==> src/rtl/param_bin_counter.sv <==
// Up/down event counter with prescaled stepping, synchronous load, and
// wrap / saturate / one-shot terminal behaviour driving a stretched flag.
module param_bin_counter #(
    parameter int WIDTH    = 8,
    parameter int PRESCALE = 1,
    parameter int FLAG_LEN = 1
) (
    input  logic             clk,
    input  logic             reset_n,
    input  logic             start,
    input  logic             stop,
    input  logic             en,
    input  logic             up_dn,
    input  logic [1:0]       mode,
    input  logic             load,
    input  logic [WIDTH-1:0] load_val,
    input  logic [WIDTH-1:0] max_val,
    output logic [WIDTH-1:0] count,
    output logic             flag,
    output logic             busy,
    output logic             done
);
    localparam int PW = (PRESCALE > 1) ? $clog2(PRESCALE) : 1;
    localparam int FW = $clog2(FLAG_LEN + 1);
    localparam logic [PW-1:0] PRE_LAST  = PW'(PRESCALE - 1);
    localparam logic [FW-1:0] FLAG_INIT = FW'(FLAG_LEN);

    typedef enum logic [1:0] {IDLE, RUN, DONE} state_t;

    state_t        state;
    state_t        state_nx;
    logic [PW-1:0] presc;
    logic [FW-1:0] flag_cnt;
    logic          sat_hold;
    logic          is_sat;
    logic          is_oneshot;
    logic          tick;
    logic          step;
    logic          terminal;
    logic          flag_evt;
    logic          enter_run;

    // stop and load both swallow the prescaler advance and any pending step
    always_comb begin
        is_sat     = (mode == 2'b01);
        is_oneshot = (mode == 2'b10);
        tick       = (state == RUN) && en && !stop && !load;
        step       = tick && (presc == PRE_LAST);
        terminal   = step && (up_dn ? (count >= max_val) : (count == '0));
        flag_evt   = terminal && !(is_sat && sat_hold);
        state_nx   = state;
        case (state)
            IDLE: if (start) state_nx = RUN;
            RUN: begin
                if (stop) state_nx = IDLE;
                else if (terminal && is_oneshot) state_nx = DONE;
            end
            DONE: begin
                if (load) state_nx = IDLE;
                else if (start) state_nx = RUN;
            end
            default: state_nx = IDLE;
        endcase
        enter_run = (state != RUN) && (state_nx == RUN);
    end

    always_ff @(posedge clk) begin
        if (!reset_n) begin
            state    <= IDLE;
            busy     <= 1'b0;
            done     <= 1'b0;
            presc    <= '0;
            count    <= '0;
            flag_cnt <= '0;
            flag     <= 1'b0;
            sat_hold <= 1'b0;
        end else begin
            state <= state_nx;
            busy  <= (state_nx == RUN);
            done  <= (state_nx == DONE);

            if (load || enter_run) presc <= '0;
            else if (tick) presc <= step ? '0 : presc + 1'b1;

            if (load) count <= load_val;
            else if (step && !terminal) count <= up_dn ? count + 1'b1 : count - 1'b1;
            else if (terminal && !is_sat && !is_oneshot) count <= up_dn ? '0 : max_val;

            // a blocked saturating step re-arms nothing until the count moves again
            if (load) sat_hold <= 1'b0;
            else if (step) sat_hold <= terminal && is_sat;

            if (flag_evt) flag_cnt <= FLAG_INIT;
            else if (flag_cnt != '0) flag_cnt <= flag_cnt - 1'b1;
            flag <= flag_evt || (flag_cnt > FW'(1));
        end
    end
endmodule

==> config.mk <==
export PLATFORM = sky130hd
export DESIGN_NAME = param_bin_counter
export DESIGN_NICKNAME = d
export VERILOG_FILES = /design/src/rtl/param_bin_counter.sv
export SDC_FILE = /design/constraint.sdc
export NUM_CORES = 1
export LEC_CHECK = 0
export CELL_PAD_IN_SITES_DETAIL_PLACEMENT = 1
export CELL_PAD_IN_SITES_GLOBAL_PLACEMENT = 2
export CORE_MARGIN = 4
export CORE_UTILIZATION = 25
export DETAILED_ROUTE_END_ITERATION = 7
export PLACE_DENSITY_LB_ADDON = 0.1
export SLEW_MARGIN = 20
export SYNTH_ARGS = -nofsm -noshare
export SYNTH_HDL_FRONTEND = slang
export SYNTH_SLANG_ARGS = --single-unit
==> constraint.sdc <==
create_clock -name clk -period 2.2 [get_ports clk]
set_clock_uncertainty 0.05 [all_clocks]
set_input_delay 0.44 -clock clk [delete_from_list [all_inputs] [get_ports clk]]
set_output_delay 0.44 -clock clk [all_outputs]
set_load 0.03 [all_outputs]
After elaboration in Yosys (flattened, before gate mapping). Cells that the tools add are included. Widths: inputs -> output; s select.

Register bits after elaboration: 16. Bits in latches: 0. Bits in writable memories: 0. Memory bits (read-only): 0. Bits of input ports: 25. Output and inout bits: 11. Word-level logic and storage cells: 63. Memories kept: 0.

$add $sub $neg: 4. Multipliers: 0. Div/mod/pow operators: 0. Order comparisons: 2. Equality and inequality tests: 7. Shift operators: 0. Muxes and demuxes: 14. Bitwise gates (word level): 2. Reduce and logical (&&, ||, !) cells: 26.

Operators by type and width (count): $mux 8 (5); $logic_and 1x1->1 (13); $add 8x1->8 const B (1); $ge 8x8->1 (1); $logic_not 8->1 (1); $mux 2 (4); $sub 8x1->8 const B (1); $eq 2x1->1 const B (3); $eq 2x2->1 const B (3); $logic_not 1->1 (6); $pmux 2 s3 (1); $mux 1 (4); $reduce_or 2->1 (2); $reduce_bool 3->1 (1); $logic_not 2->1 (1); $logic_or 1x1->1 (2); $ne 2x1->1 const B (1); $not 1->1 (2); $add 1x1->1 const B (1); $gt 1x1->1 const B (1); $sub 1x1->1 const B (1).

Logic depth before layout (Yosys ltp).
Depth after elaboration: 14. Mapped depth: 9. Mapped depth without buffers: 8.

Worst setup path after synthesis. OpenSTA, ideal clock, no wires.

Kind: register to register. From: reg count[0]. To: reg count[0]. Setup time: 125 ps. Arrival: 2083 ps. Required time: 2025 ps. Slack: -58 ps. Cell stages (with the launch flop): 9. Path buffers: 0. Period minus slack after synthesis: 2258 ps. Path through: dfxtp_1 inv_1 ha_1 nor3b_1 o21a_1 o211a_4 or3_4 o21ai_0 a31oi_1.

Longest elaborated chain between the ends: 7. Elaborated cells on any way between the ends: 14. Classes of those cells: add/sub: 2; order compare: 1; mux: 4; reduce/logical: 7.

RTL lines: from (decl) (line 18) `output logic [WIDTH-1:0] count,`; from (signal assigned) (line 85) `if (load) count <= load_val;`; from (signal assigned) (line 86) `else if (step && !terminal) count <= up_dn ? count + 1'b1 : count - 1'b1;`; from (signal assigned) (line 87) `else if (terminal && !is_sat && !is_oneshot) count <= up_dn ? '0 : max_val;`; $ge 8x8->1 or $logic_not 8->1 (tied branches) (line 49) `terminal = step && (up_dn ? (count >= max_val) : (count == '0));`; $mux 1 (line 49); $logic_and 1x1->1 (line 49); $logic_not 1->1 (line 86); $logic_and 1x1->1 (line 86); $mux 8 (line 86); $mux 8 (line 85).

Several ways; a longest one is shown, not always the timed one. A chain may end at the register's enable or synchronous reset.

Worst setup path in the final report.
From: in max_val[1]. To: reg count[4].

Longest elaborated chain between the ends: 7. Elaborated cells on any way between the ends: 10. Classes of those cells: order compare: 1; mux: 3; reduce/logical: 6.

RTL lines: from (decl) (line 17) `input logic [WIDTH-1:0] max_val,`; $ge 8x8->1 * (line 49); $mux 1 * (line 49); $logic_and 1x1->1 * (line 49); $logic_not 1->1 (line 86); $logic_and 1x1->1 (line 86); $mux 8 (line 86); $mux 8 (line 85).

Every way passes the cells marked *; elsewhere a longest branch is shown, timed or not.

==> qor.yml <==
outcome:
  status: "completed"
worst_hold_path:
  worstHoldPathCells: 2
  hp-class: "reg2reg"
setup_path:
  r2r-end: "count[4]$_SDFFE_PN0P_"
  critPathSlowestCell: "or3_4"
  critical-path-max-stage-delay_ns: 0.43
  reg2reg_depth: 7
  path_class: "in2reg"
  crit_path_end_kind: "flop"
  r2r_slack_ns: 0.17
  arrival_ns: 2.19
  cp-endpoint: "count[4]$_SDFFE_PN0P_"
  cp_data_required_time_ns: 2.28
  r2r_start: "count[2]$_SDFFE_PN0P_"
  startpoint: "max_val[1]"
  crit_chain: "dlygate4sd2_1, inv_1, ha_1, o211ai_1, o21a_1, o211a_4, or3_4, o211ai_1, a21oi_1"
  critPathMaxFanout: 7
  startpoint_type: "input port"
  cpMostUsedCell: "o211ai_1"
sta:
  finalCritPeriodShare_pct: 96.2
  max_slew_margin_pct: 74.8
  worst_pin_slew_ns: 0.372
  fmax_ghz: 0.473
  finalHoldViolations: 0
  drv_slew: 0
  finalCriticalPeriod_ns: 2.12
  grt_setup_unrepaired: "false"
  setup_viol: 0
global_route:
  grt_overflow_total: 0
  grt_pass1_vias: 1570
  grt_max_degree: 11
  antenna_found_initial: 0
  grt_pass1_wl_mm: 7.87
  grt_usage_pct: 15.9
layout:
  nFillCells: 630
  layout_commonest_cell: "buf_4"
  fin_nets: 267
  layoutNonFillerInstCount: 296
  multiInputGateArea_um2: 1060
  layout_common_cells: "buf_4, clkdlybuf4s50_1, a21oi_1"
  register_area_um2: 302
  drive_above_1_share_pct: 32.3
  num_antenna_cells: 0
  postLayoutCoreUtil_pct: 41.9
  area_delta_synth_final_pct: 62.5
clock_tree:
  cts_root_buffer: "clkbuf_8"
  insertion_delay_ns: 0.25
  tritoncts: "built"
  clkSlewWorstSetupHoldPaths_ns: 0.07
  htree_levels: 1
  numClockSinks: 15
  cts_buffers: 3
  cts_buffer_depth: 2
die:
  die_y_um: 80.8
  io_pins: 36
  core_area_um2: 5140
  fp-row-count: 26
  initial_core_util_pct: 25.8
  dieArea_um2: 6530
  dieWidth_um: 80.8
placement:
  place.detailed.hpwl_mm: 4.10
  place_inst: 292
  portBuffers: 35
  place.gp.congestion: 0.893
yosys:
  synth-edff-count: 0
  syn-cell-area_um2: 1330
  synth_cells: 153
  synth_warnings: 0
  ys_seq_elements: 15
  avgSynthCellArea_um2: 8.67
  synthFlopType: "dfxtp_1"
  async_flop_share_pct: 0
  ys_seq_area_share_pct: 22.6
  synth_nets: 193
  ys_types: 50
routing:
  post-route-drc-count: 0
  vias_per_cell: 4.80
  wl_mm: 4.84
  drt-wirelength-per-cell_um: 16.3
  ant_nets: 0
  vias: 1422
  drt_iter0_drc: 47
  drt_first_pass_iters: 4
power_and_ir_drop:
  power.total_uw: 938
  p_leak_uw: 0.000920
  p_per_area_nw_per_um2: 435
  peakVddDrop_mv: 0.195
run:
  drv_cap: 0
-- cell type report --
type                    instances  share of cell area (%)
repair buffers                 71                    28.3
inverters                      12                    2.09
multi-input cells             124                    49.4
flip-flops and latches         15                    14.0
well taps                      70                    4.06
clock buffers                   3                    1.92
clock inverters                 1                   0.232
-- synthesized netlist by cell type (2+ instances only) --
cell / n / share of area, %
xor2_1: 4 / 2.6
o2111ai_1: 2 / 1.3
o32a_1: 2 / 1.5
a31oi_1: 2 / 0.94
o21ai_1: 2 / 0.75
inv_1: 12 / 3.4
xnor2_1: 4 / 2.6
nor3_1: 2 / 0.75
nand3_1: 3 / 1.1
a211oi_1: 2 / 1.1
nor2_1: 6 / 1.7
nor4_2: 2 / 1.9
o211ai_1: 3 / 1.7
a21oi_1: 18 / 6.8
dfxtp_1: 15 / 23
or3_4: 2 / 1.7
o21ai_0: 10 / 3.8
a21oi_2: 2 / 1.3
ha_1: 14 / 13
o21a_1: 3 / 1.7
nor3b_1: 2 / 1.1
nand2_1: 13 / 3.7
-- logic make-up after synthesis --
group	count (synthesis)	synth area share [%]
AOI/OAI and AO/OA	57	29.0
xor gates and xnor gates	8	5.28
adders and majority gates	15	14.7
buffers and inverters	14	4.06
DFF	15	22.6
muxes	2	1.89
and+or+nand+nor	42	22.5
-- layer usage --
layer	vias to the layer above	routed length (um)	track usage [%]
li1	718	-	-
met4	0	39	4.56
met3	4	156	2.99
met1	681	2350	21.4
met5	-	0	0
met2	19	2300	25.9
-- repair_timing --
| action | CTS | global route |
|---|---|---|
| pin swaps | 8 | 10 |
| buffers inserted | 0 | 0 |
| cloned | 0 | 0 |
| resized for setup | 27 | 5 |
| hold buffers | 0 | 0 |
| setup endpoints to repair | 12 | 6 |
-- how the worst min path moves through the flow --
stage,start,to,slack [ns]
floorplan,sat_hold$_SDFFE_PP0P_,flag$_SDFF_PN0_,0.37
global placement,sat_hold$_SDFFE_PP0P_,sat_hold$_SDFFE_PP0P_,0.40
detailed placement,sat_hold$_SDFFE_PP0P_,sat_hold$_SDFFE_PP0P_,0.42
CTS,sat_hold$_SDFFE_PP0P_,sat_hold$_SDFFE_PP0P_,0.43
global route,sat_hold$_SDFFE_PP0P_,sat_hold$_SDFFE_PP0P_,0.45
finish,sat_hold$_SDFFE_PP0P_,sat_hold$_SDFFE_PP0P_,0.43
-- through the flow --
| stage | hold WS [ns] | setup slack (ns) | area [um2] | TNS, ns |
|---|---|---|---|---|
| 2_1_floorplan | 0.374 | 0.00816 | 1330 | 0 |
| 3_3_place_gp | 0.397 | -0.503 | 2030 | -5.20 |
| 3_5_place_dp | 0.418 | -0.548 | 2030 | -5.60 |
| 4_1_cts | 0.428 | 0.0359 | 2140 | 0 |
| 5_1_grt | 0.452 | 0.00506 | 2160 | 0 |
| 6_report | 0.430 | 0.0843 | 2160 | 0 |
-- registers in the layout (all words and copies together), names as in the netlist --
signal,flops
flag,1
state,2
sat_hold,1
presc,1
done,1
count,8
busy,1
-- report_power, final --
part           switching (uW)  internal (uW)  leakage, uW
Clock                     110            126    0.0000255
Combinational             201            203     0.000771
Sequential               13.7            285     0.000123
Total                     325            613     0.000920
-- critical path: cells and delay by family --
kind	cells	cell delay (ns)
AO/OA/AOI/OAI	5	0.80
AND/OR/NAND/NOR	1	0.43
adder cells (fa/ha/maj)	1	0.27
buffers and inverters	2	0.26
Note: power is estimated with default switching activity, not from simulation.
